## src/rtl/multi_channel_timer_pkg.sv

```systemverilog
// Shared definitions for the multi-channel timer: register map, channel config
// layout and the byte-enable merge helper used by every writable register.
package multi_channel_timer_pkg;

    localparam int MaxChannels = 8;

    localparam logic [9:0] OffMtimeLo  = 10'h000;
    localparam logic [9:0] OffMtimeHi  = 10'h004;
    localparam logic [9:0] OffPrescale = 10'h008;
    localparam logic [9:0] OffCtrl     = 10'h00C;
    localparam logic [9:0] OffStatus   = 10'h010;
    localparam logic [9:0] OffIrqEn    = 10'h014;
    localparam logic [9:0] OffChanBase = 10'h100;

    localparam logic [1:0] ChCmpLo  = 2'd0;
    localparam logic [1:0] ChCmpHi  = 2'd1;
    localparam logic [1:0] ChCfg    = 2'd2;
    localparam logic [1:0] ChPeriod = 2'd3;

    typedef struct packed {
        logic periodic;
        logic en;
    } chan_cfg_t;

    function automatic logic [31:0] be_merge(input logic [31:0] old_val,
                                             input logic [31:0] new_val,
                                             input logic [3:0]  be);
        logic [31:0] res;
        res[7:0]   = be[0] ? new_val[7:0]   : old_val[7:0];
        res[15:8]  = be[1] ? new_val[15:8]  : old_val[15:8];
        res[23:16] = be[2] ? new_val[23:16] : old_val[23:16];
        res[31:24] = be[3] ? new_val[31:24] : old_val[31:24];
        return res;
    endfunction

endpackage

```

## src/rtl/multi_channel_timer_if.sv

```systemverilog
// Device-bus port bundle of the timer: request side driven by the core,
// single-cycle response side driven by the timer.
interface multi_channel_timer_if #(
    parameter int DataWidth    = 32,
    parameter int AddressWidth = 32
);
    logic                    req_i;
    logic                    we_i;
    logic [3:0]              be_i;
    logic [AddressWidth-1:0] addr_i;
    logic [DataWidth-1:0]    wdata_i;
    logic                    rvalid_o;
    logic [DataWidth-1:0]    rdata_o;
    logic                    err_o;

    modport master (
        output req_i, we_i, be_i, addr_i, wdata_i,
        input  rvalid_o, rdata_o, err_o
    );

    modport slave (
        input  req_i, we_i, be_i, addr_i, wdata_i,
        output rvalid_o, rdata_o, err_o
    );
endinterface

```

## src/rtl/multi_channel_timer_channel.sv

```systemverilog
// One compare channel: 64-bit compare value, reload period and config, with the
// mtime comparator and the one-shot disable / periodic auto-advance.
module timer_channel
    import multi_channel_timer_pkg::*;
(
    input  logic        clk_i,
    input  logic        rst_i,
    input  logic [63:0] mtime,
    input  logic [3:0]  wr_sel,
    input  logic [31:0] wdata,
    input  logic [3:0]  be,
    output logic [63:0] cmp,
    output logic [31:0] period,
    output chan_cfg_t   cfg,
    output logic        fire_o
);

    logic [63:0] cmp_r, cmp_d, adv_cmp_s;
    logic [31:0] period_r, period_d;
    chan_cfg_t   cfg_r, cfg_d, adv_cfg_s;
    logic        fire_s;

    // Compare, hardware update, then software writes which take priority.
    always_comb begin
        fire_s    = cfg_r.en & (mtime >= cmp_r);
        adv_cmp_s = cmp_r;
        adv_cfg_s = cfg_r;
        cmp_d     = cmp_r;
        cfg_d     = cfg_r;
        period_d  = period_r;
        if (fire_s && cfg_r.periodic) begin
            adv_cmp_s = cmp_r + {32'd0, period_r};
        end else if (fire_s) begin
            adv_cfg_s.en = 1'b0;
        end else begin
            adv_cmp_s = cmp_r;
        end
        if (wr_sel[ChCmpLo]) begin
            cmp_d = {cmp_r[63:32], be_merge(cmp_r[31:0], wdata, be)};
        end else if (wr_sel[ChCmpHi]) begin
            cmp_d = {be_merge(cmp_r[63:32], wdata, be), cmp_r[31:0]};
        end else begin
            cmp_d = adv_cmp_s;
        end
        if (wr_sel[ChCfg] && be[0]) begin
            cfg_d = chan_cfg_t'(wdata[1:0]);
        end else if (wr_sel[ChCfg]) begin
            cfg_d = cfg_r;
        end else begin
            cfg_d = adv_cfg_s;
        end
        if (wr_sel[ChPeriod]) begin
            period_d = be_merge(period_r, wdata, be);
        end else begin
            period_d = period_r;
        end
    end

    // Channel state registers.
    always_ff @(posedge clk_i or posedge rst_i) begin
        if (rst_i) begin
            cmp_r    <= 64'd0;
            period_r <= 32'd0;
            cfg_r    <= 2'b00;
        end else begin
            cmp_r    <= cmp_d;
            period_r <= period_d;
            cfg_r    <= cfg_d;
        end
    end

    assign cmp    = cmp_r;
    assign period = period_r;
    assign cfg    = cfg_r;
    assign fire_o = fire_s;

endmodule

```

## src/rtl/multi_channel_timer.sv

```systemverilog
// Bus-attached timer: prescaled 64-bit mtime, coherent high-word shadow,
// sticky STATUS/IRQ_EN and NumChannels compare channels with registered irqs.
module multi_channel_timer
    import multi_channel_timer_pkg::*;
#(
    parameter int DataWidth     = 32,
    parameter int AddressWidth  = 32,
    parameter int NumChannels   = 4,
    parameter int PrescaleWidth = 16
) (
    input  logic                   clk_i,
    input  logic                   rst_i,
    multi_channel_timer_if.slave   bus,
    output logic [NumChannels-1:0] irq_vec_o,
    output logic                   irq_o
);

    logic [63:0]              mtime_r, mtime_d;
    logic [PrescaleWidth-1:0] prescale_r, prescale_d, pcnt_r, pcnt_d;
    logic                     ctrl_en_r, ctrl_en_d;
    logic [31:0]              shadow_r, shadow_d;
    logic [NumChannels-1:0]   status_r, status_d, irq_en_r, irq_en_d, irq_vec_r, w1c_s;
    logic [NumChannels-1:0]   fire_vec_s;
    logic                     irq_r, rvalid_r, err_r, err_d;
    logic [DataWidth-1:0]     rdata_r, rdata_d;
    logic [31:0]              rd_mux_s, pre_merge_s;
    logic [9:0]               word_off_s;
    logic [3:0]               ch_idx_s;
    logic [1:0]               ch_reg_s;
    logic                     wr_s, rd_s, is_chan_s, is_top_s, valid_s, tick_s;
    logic                     wr_mlo_s, wr_mhi_s, wr_pre_s, wr_ctrl_s, wr_stat_s, wr_ien_s;
    logic                     unused_addr_s;

    logic [63:0] ch_cmp_s    [MaxChannels];
    logic [31:0] ch_period_s [MaxChannels];
    chan_cfg_t   ch_cfg_s    [MaxChannels];

    assign unused_addr_s = ^{bus.addr_i[AddressWidth-1:10], bus.addr_i[1:0]};

    // Address decode and per-register write strobes.
    always_comb begin
        word_off_s = {bus.addr_i[9:2], 2'b00};
        ch_idx_s   = bus.addr_i[7:4];
        ch_reg_s   = bus.addr_i[3:2];
        wr_s       = bus.req_i & bus.we_i;
        rd_s       = bus.req_i & ~bus.we_i;
        is_chan_s  = (word_off_s[9:8] == OffChanBase[9:8]) && (32'(ch_idx_s) < NumChannels);
        case (word_off_s)
            OffMtimeLo, OffMtimeHi, OffPrescale,
            OffCtrl, OffStatus, OffIrqEn: is_top_s = 1'b1;
            default:                      is_top_s = 1'b0;
        endcase
        valid_s   = is_top_s | is_chan_s;
        wr_mlo_s  = wr_s && (word_off_s == OffMtimeLo);
        wr_mhi_s  = wr_s && (word_off_s == OffMtimeHi);
        wr_pre_s  = wr_s && (word_off_s == OffPrescale);
        wr_ctrl_s = wr_s && (word_off_s == OffCtrl);
        wr_stat_s = wr_s && (word_off_s == OffStatus);
        wr_ien_s  = wr_s && (word_off_s == OffIrqEn);
    end

    for (genvar c = 0; c < MaxChannels; c++) begin : g_ch
        if (c < NumChannels) begin : g_on
            logic [3:0] wr_sel_s;
            assign wr_sel_s = (wr_s && is_chan_s && (ch_idx_s == 4'(c)))
                            ? (4'b0001 << ch_reg_s) : 4'b0000;
            timer_channel u_chan (
                .clk_i  (clk_i),
                .rst_i  (rst_i),
                .mtime  (mtime_r),
                .wr_sel (wr_sel_s),
                .wdata  (bus.wdata_i),
                .be     (bus.be_i),
                .cmp    (ch_cmp_s[c]),
                .period (ch_period_s[c]),
                .cfg    (ch_cfg_s[c]),
                .fire_o (fire_vec_s[c])
            );
        end else begin : g_off
            assign ch_cmp_s[c]    = 64'd0;
            assign ch_period_s[c] = 32'd0;
            assign ch_cfg_s[c]    = 2'b00;
        end
    end

    // Prescaler, mtime, control and status next-state; SW writes beat the tick.
    always_comb begin
        tick_s      = ctrl_en_r & (pcnt_r == {PrescaleWidth{1'b0}});
        pre_merge_s = be_merge(32'(prescale_r), bus.wdata_i, bus.be_i);
        prescale_d  = wr_pre_s ? pre_merge_s[PrescaleWidth-1:0] : prescale_r;
        if (wr_pre_s) begin
            pcnt_d = pre_merge_s[PrescaleWidth-1:0];
        end else if (tick_s) begin
            pcnt_d = prescale_r;
        end else if (ctrl_en_r) begin
            pcnt_d = pcnt_r - {{(PrescaleWidth-1){1'b0}}, 1'b1};
        end else begin
            pcnt_d = pcnt_r;
        end
        if (wr_mlo_s) begin
            mtime_d = {mtime_r[63:32], be_merge(mtime_r[31:0], bus.wdata_i, bus.be_i)};
        end else if (wr_mhi_s) begin
            mtime_d = {be_merge(mtime_r[63:32], bus.wdata_i, bus.be_i), mtime_r[31:0]};
        end else if (tick_s) begin
            mtime_d = mtime_r + 64'd1;
        end else begin
            mtime_d = mtime_r;
        end
        shadow_d  = (rd_s && (word_off_s == OffMtimeLo)) ? mtime_r[63:32] : shadow_r;
        ctrl_en_d = (wr_ctrl_s && bus.be_i[0]) ? bus.wdata_i[0] : ctrl_en_r;
        irq_en_d  = (wr_ien_s && bus.be_i[0]) ? bus.wdata_i[NumChannels-1:0] : irq_en_r;
        w1c_s     = (wr_stat_s && bus.be_i[0]) ? bus.wdata_i[NumChannels-1:0]
                                               : {NumChannels{1'b0}};
        // A hardware fire in the same cycle overrides the software clear.
        status_d  = (status_r & ~w1c_s) | fire_vec_s;
    end

    // Read data multiplexer.
    always_comb begin
        rd_mux_s = 32'd0;
        case (word_off_s)
            OffMtimeLo:  rd_mux_s = mtime_r[31:0];
            OffMtimeHi:  rd_mux_s = shadow_r;
            OffPrescale: rd_mux_s = 32'(prescale_r);
            OffCtrl:     rd_mux_s = {31'd0, ctrl_en_r};
            OffStatus:   rd_mux_s = 32'(status_r);
            OffIrqEn:    rd_mux_s = 32'(irq_en_r);
            default: begin
                if (is_chan_s) begin
                    case (ch_reg_s)
                        ChCmpLo:  rd_mux_s = ch_cmp_s[ch_idx_s[2:0]][31:0];
                        ChCmpHi:  rd_mux_s = ch_cmp_s[ch_idx_s[2:0]][63:32];
                        ChCfg:    rd_mux_s = {30'd0, ch_cfg_s[ch_idx_s[2:0]]};
                        ChPeriod: rd_mux_s = ch_period_s[ch_idx_s[2:0]];
                        default:  rd_mux_s = 32'd0;
                    endcase
                end else begin
                    rd_mux_s = 32'd0;
                end
            end
        endcase
        rdata_d = (rd_s && valid_s) ? rd_mux_s : {DataWidth{1'b0}};
        err_d   = bus.req_i & ~valid_s;
    end

    // Timer state, bus response and irq output registers.
    always_ff @(posedge clk_i or posedge rst_i) begin
        if (rst_i) begin
            mtime_r    <= 64'd0;
            prescale_r <= {PrescaleWidth{1'b0}};
            pcnt_r     <= {PrescaleWidth{1'b0}};
            ctrl_en_r  <= 1'b0;
            shadow_r   <= 32'd0;
            status_r   <= {NumChannels{1'b0}};
            irq_en_r   <= {NumChannels{1'b0}};
            irq_vec_r  <= {NumChannels{1'b0}};
            irq_r      <= 1'b0;
            rvalid_r   <= 1'b0;
            rdata_r    <= {DataWidth{1'b0}};
            err_r      <= 1'b0;
        end else begin
            mtime_r    <= mtime_d;
            prescale_r <= prescale_d;
            pcnt_r     <= pcnt_d;
            ctrl_en_r  <= ctrl_en_d;
            shadow_r   <= shadow_d;
            status_r   <= status_d;
            irq_en_r   <= irq_en_d;
            irq_vec_r  <= status_d & irq_en_d;
            irq_r      <= |(status_d & irq_en_d);
            rvalid_r   <= bus.req_i;
            rdata_r    <= rdata_d;
            err_r      <= err_d;
        end
    end

    assign bus.rvalid_o = rvalid_r;
    assign bus.rdata_o  = rdata_r;
    assign bus.err_o    = err_r;
    assign irq_vec_o    = irq_vec_r;
    assign irq_o        = irq_r;

endmodule

```

## src/flat_wrapper.sv

```systemverilog
// flat-port wrapper written by rule: the top's interface ports become plain ports
module multi_channel_timer_flat import multi_channel_timer_pkg::*;
#(
    parameter int DataWidth     = 32,
    parameter int AddressWidth  = 32,
    parameter int NumChannels   = 4,
    parameter int PrescaleWidth = 16
)
  (clk_i, rst_i, irq_vec_o, irq_o, bus_req_i, bus_we_i, bus_be_i, bus_addr_i, bus_wdata_i, bus_rvalid_o, bus_rdata_o, bus_err_o);
  multi_channel_timer_if #(.DataWidth(DataWidth), .AddressWidth(AddressWidth)) bus_i ();
  input  logic clk_i;
  input  logic rst_i;
  output logic [NumChannels-1:0] irq_vec_o;
  output logic irq_o;
  input wire logic [$bits(bus_i.req_i)-1:0] bus_req_i;
  input wire logic [$bits(bus_i.we_i)-1:0] bus_we_i;
  input wire logic [$bits(bus_i.be_i)-1:0] bus_be_i;
  input wire logic [$bits(bus_i.addr_i)-1:0] bus_addr_i;
  input wire logic [$bits(bus_i.wdata_i)-1:0] bus_wdata_i;
  output wire logic [$bits(bus_i.rvalid_o)-1:0] bus_rvalid_o;
  output wire logic [$bits(bus_i.rdata_o)-1:0] bus_rdata_o;
  output wire logic [$bits(bus_i.err_o)-1:0] bus_err_o;
  assign bus_i.req_i = bus_req_i;
  assign bus_i.we_i = bus_we_i;
  assign bus_i.be_i = bus_be_i;
  assign bus_i.addr_i = bus_addr_i;
  assign bus_i.wdata_i = bus_wdata_i;
  assign bus_rvalid_o = bus_i.rvalid_o;
  assign bus_rdata_o = bus_i.rdata_o;
  assign bus_err_o = bus_i.err_o;
  multi_channel_timer #(.DataWidth(DataWidth), .AddressWidth(AddressWidth), .NumChannels(NumChannels), .PrescaleWidth(PrescaleWidth)) u_core (.clk_i(clk_i), .rst_i(rst_i), .bus(bus_i), .irq_vec_o(irq_vec_o), .irq_o(irq_o));
endmodule
```

## config.mk

```make
export PLATFORM = sky130hd
export DESIGN_NAME = multi_channel_timer_flat
export DESIGN_NICKNAME = d
export VERILOG_FILES = /design/src/rtl/multi_channel_timer_pkg.sv /design/src/rtl/multi_channel_timer_if.sv /design/src/rtl/multi_channel_timer_channel.sv /design/src/rtl/multi_channel_timer.sv /design/src/flat_wrapper.sv
export SDC_FILE = /design/constraint.sdc
export NUM_CORES = 2
export LEC_CHECK = 0
export ABC_AREA = 1
export ABC_CLOCK_PERIOD_IN_PS = 22100
export BUFFER_PORTS_ARGS = -buffer_cell sky130_fd_sc_hd__buf_2
export CORE_MARGIN = 4
export CORE_UTILIZATION = 24
export CTS_CLUSTER_SIZE = 12
export DETAILED_ROUTE_END_ITERATION = 8
export SYNTH_ARGS = -nofsm -noshare
export SYNTH_HDL_FRONTEND = slang
export SYNTH_SLANG_ARGS = --single-unit
```

## constraint.sdc

```tcl
create_clock -name clk_i -period 22.1 [get_ports clk_i]
set_input_delay 1.105 -clock clk_i [delete_from_list [all_inputs] [get_ports clk_i]]
set_output_delay 1.105 -clock clk_i [all_outputs]
set_load 0.1 [all_outputs]
```

==> results.yml <==
die:
  die_area_mm2: 0.226
  core_area_mm2: 0.217
  io_pins: 111
  die_x_um: 475
  start_util_pct: 24.1
  rows: 171
  die_h_um: 475
clock_tree:
  root_buffer: "clkbuf_16"
  post_cts_buffers: 0
  cts_buffer_depth: 3
  cts_resized: 0
  cts_tree: "built"
  ctsHoldBuffers: 0
  htree_num_levels: 3
  clk_latency_ps: 740
  path_clk_slew_ps: 60
  cts_sinks: 568
  cts_made_buffers: 76
power:
  comb_power_share_pct: 12.6
  leakage_nw: 29.6
  p_clk_share_pct: 47.6
  switching_share_pct: 31.0
  power_density_mw_per_mm2: 46.6
  seq_power_share_pct: 39.8
  p_int_mw: 1.91
  ir_drop_mv: 0.0505
  switchingPower_uw: 857
cells_and_area:
  fin_nets: 8961
  area.growth.synth_to_final_pct: 13.2
  drive_above_1_share_pct: 5.82
global_routing:
  grt_pass1_vias: 55800
  grt_pass1_wl_mm: 455
  grt_use_total_pct: 28.9
  overflow: 0
  grt_max_degree: 145
  grt_antenna_before_repair: 54
yosys:
  synth.distinct_cells: 66
  synth_cells: 8420
  ys_seq_area_share_pct: 27.1
  netlist_area_mm2: 0.0524
  synth-main-ff-cell: "dfrtp_1"
  yosysWarnings: 0
  synth_nets: 8882
  synth-async-reset-ratio_pct: 100
  synth-edff-count: 0
  syn_area_per_cell_um2: 6.22
  ys_ff_latch: 568
route:
  via_per_inst: 5.48
  drt_iter0_markers: 8913
  ant_nets: 0
  wirelength_mm: 337
  drc: 0
  dr.pass1.iters: 7
  vias: 62700
  routedWlPerCell_um: 29.4
place:
  place_congestion: 1.09
  pre_cts_ws_ps: 17150
  hpwl_mm: 264
  port_buffers: 86
sta:
  slew_violations: 0
  final_hold_viol_count: 0
  final.setup_skew_ps: 49.3
  period_minus_slack_ps: 5060
  maxSlewHeadroom_pct: 13.2
  fin_ws_ps: 17040
  whs_ps: 441
  setup_viol: 0
  finalCritPeriodShare_pct: 22.9
  rsz0062_at_grt: "no"
  clock.fmax_ghz: 0.198
  tns_ps: 0
  worst_pin_slew_ps: 1290
run_status:
  status: "finished clean"
critical_path:
  cp_cell_sequence: "inv_1 > ha_1 > nand2_1 > nor2_1 > nand2_1 > nor2_1 > nand2_1 > nand3_1 > nor2_1 > nand2_1 > nand2_1 > nand2_1 > nand3_2 > nand2_2 > nand2_1 > nand2_1 > nand2_1"
  worst_path_max_delay_cell: "nand2_2"
  crit_top_cell: "nand2_1"
  end_kind: "register"
  max_stage_delay_ps: 730
  r2r.worst_path.cells: 17
  crit_required_ps: 22680
  path_class: "register to register"
  timing.rr.start: "u_core.g_ch[2].g_on.u_chan.cmp[1]$_DFFE_PP0P_"
  cp.arrival_ps: 5640
  crit_fanout: 36
  worst_setup_path_start_kind: "register"
  rrSetupSlack_ps: 17040
  timing.rr.end: "u_core.g_ch[2].g_on.u_chan.cmp[17]$_DFFE_PP0P_"
worst_hold_path:
  min_path_type: "input pin to async pin"
job:
  max_cap_violations: 0
-- worst max-delay path, delay by kind of cell (launching register included) --
family / cells / cell delay [ps]
adder cells (fa/ha/maj): 1 / 410
AND/OR/NAND/NOR: 15 / 3400
flip-flops: 1 / 650
buffers and inverters: 1 / 390
-- state kept, by name, summed over array words and instances (netlist names) --
| name | cells |
|---|---|
| u_core.bus.err_o | 1 |
| u_core.bus.rdata_o | 32 |
| u_core.bus.rvalid_o | 1 |
| u_core.ctrl_en_r | 1 |
| u_core.g_ch.g_on.u_chan.cfg | 8 |
| u_core.g_ch.g_on.u_chan.cmp | 256 |
| u_core.g_ch.g_on.u_chan.period | 128 |
| u_core.irq_en_r | 4 |
| u_core.irq_o | 1 |
| u_core.irq_vec_o | 4 |
| u_core.mtime_r | 64 |
| u_core.pcnt_r | 16 |
| u_core.prescale_r | 16 |
| u_core.shadow_r | 32 |
| u_core.status_r | 4 |
-- stage by stage --
stage	power, mW	std cells	utilization [%]	instance area [um2]
2_1_floorplan	1.27	8420	-	52400
3_5_place_dp	1.45	11300	26.1	56600
6_report	2.76	11400	27.3	59300
4_1_cts	2.76	11400	27.3	59200
5_1_grt	2.83	11400	27.3	59200
3_3_place_gp	1.45	11300	26.1	56600
-- routing by layer --
| layer | up-vias | routed length, um | part of all wire (%) | GRT usage (%) |
|---|---|---|---|---|
| li1 | 28000 | - | - | - |
| met1 | 29800 | 132000 | 39 | 36.8 |
| met2 | 3981 | 136000 | 40 | 41.3 |
| met3 | 947 | 37200 | 11 | 7.08 |
| met4 | 16 | 32500 | 9.6 | 23.4 |
| met5 | - | 118 | 0.035 | 0 |
-- final cells by class --
type / count / area [um2]
fill: 24700 / 158000
multi-input combinational: 6489 / 33000
sequential: 568 / 14200
inverter: 1130 / 4250
tap: 2854 / 3570
clock buffer: 107 / 2240
timing repair buffer: 234 / 1550
clock inverter: 29 / 347
antenna: 35 / 87.6
-- cells in the final DEF (no fill, tap or decap), drive strengths merged, types with 30 or more instances in the layout --
master,synthesis,routed
a21oi,351,351
a221oi,52,52
a31oi,44,44
buf,69,234
clkbuf,164,107
dfrtp,568,568
diode,0,35
ha,386,386
inv,1128,1131
nand2,2930,2930
nand3,728,728
nand4,186,186
nor2,579,579
nor3,162,162
nor4,30,30
o211ai,47,47
o21ai,556,556
o22ai,137,137
xnor2,52,52
-- cells in the mapped netlist (137+ instances only) --
| cell | count | area [um2] |
|---|---|---|
| nand3_1 | 724 | 3620 |
| nand4_1 | 185 | 1160 |
| a21oi_1 | 347 | 1740 |
| o21ai_0 | 516 | 2580 |
| nor2_1 | 558 | 2090 |
| nand2_1 | 2905 | 10900 |
| inv_1 | 1095 | 4110 |
| dfrtp_1 | 568 | 14200 |
| nor3_1 | 158 | 791 |
| clkbuf_1 | 164 | 616 |
| o22ai_1 | 137 | 857 |
| ha_1 | 386 | 4830 |
-- logic make-up (layout without fill, tap and decap cells) --
group | after synthesis | after routing | share of synthesized area (%)
simple gates | 4682 | 4682 | 37.5
buf+inv | 1363 | 1500 | 9.90
compound gates | 1335 | 1335 | 14.7
flops | 568 | 568 | 27.1
fa+ha+maj | 390 | 390 | 9.37
xor+xnor | 78 | 78 | 1.30
mux | 4 | 4 | 0.0860
other cells | 0 | 35 | 0
-- power by group through the flow --
stage	Clock [mW]	Combinational, mW	Sequential, mW
2_1_floorplan	0	0.160	1.11
3_3_place_gp	0	0.332	1.12
3_5_place_dp	0	0.332	1.12
4_1_cts	1.33	0.333	1.10
5_1_grt	1.37	0.362	1.10
6_report	1.32	0.348	1.10
-- how the worst max path moves through the flow --
stage / to / start / cells after the start / slack [ps]
finish: u_core.g_ch[2].g_on.u_chan.cmp[17]$_DFFE_PP0P_ / u_core.g_ch[2].g_on.u_chan.cmp[1]$_DFFE_PP0P_ / 17 / 17040
CTS: u_core.g_ch[3].g_on.u_chan.cmp[12]$_DFFE_PP0P_ / u_core.mtime_r[7]$_DFFE_PP0P_ / 16 / 17410
floorplan: u_core.bus.err_o$_DFF_PP0_ / rst_i / 1 / 5110
global route: u_core.g_ch[2].g_on.u_chan.cmp[13]$_DFFE_PP0P_ / u_core.g_ch[2].g_on.u_chan.cmp[1]$_DFFE_PP0P_ / 19 / 17010
detailed placement: u_core.g_ch[3].g_on.u_chan.cmp[28]$_DFFE_PP0P_ / bus_addr_i[9] / 17 / 17150
global placement: u_core.g_ch[3].g_on.u_chan.cmp[20]$_DFFE_PP0P_ / bus_addr_i[9] / 17 / 17150
Power figures use the tool's default switching activity.
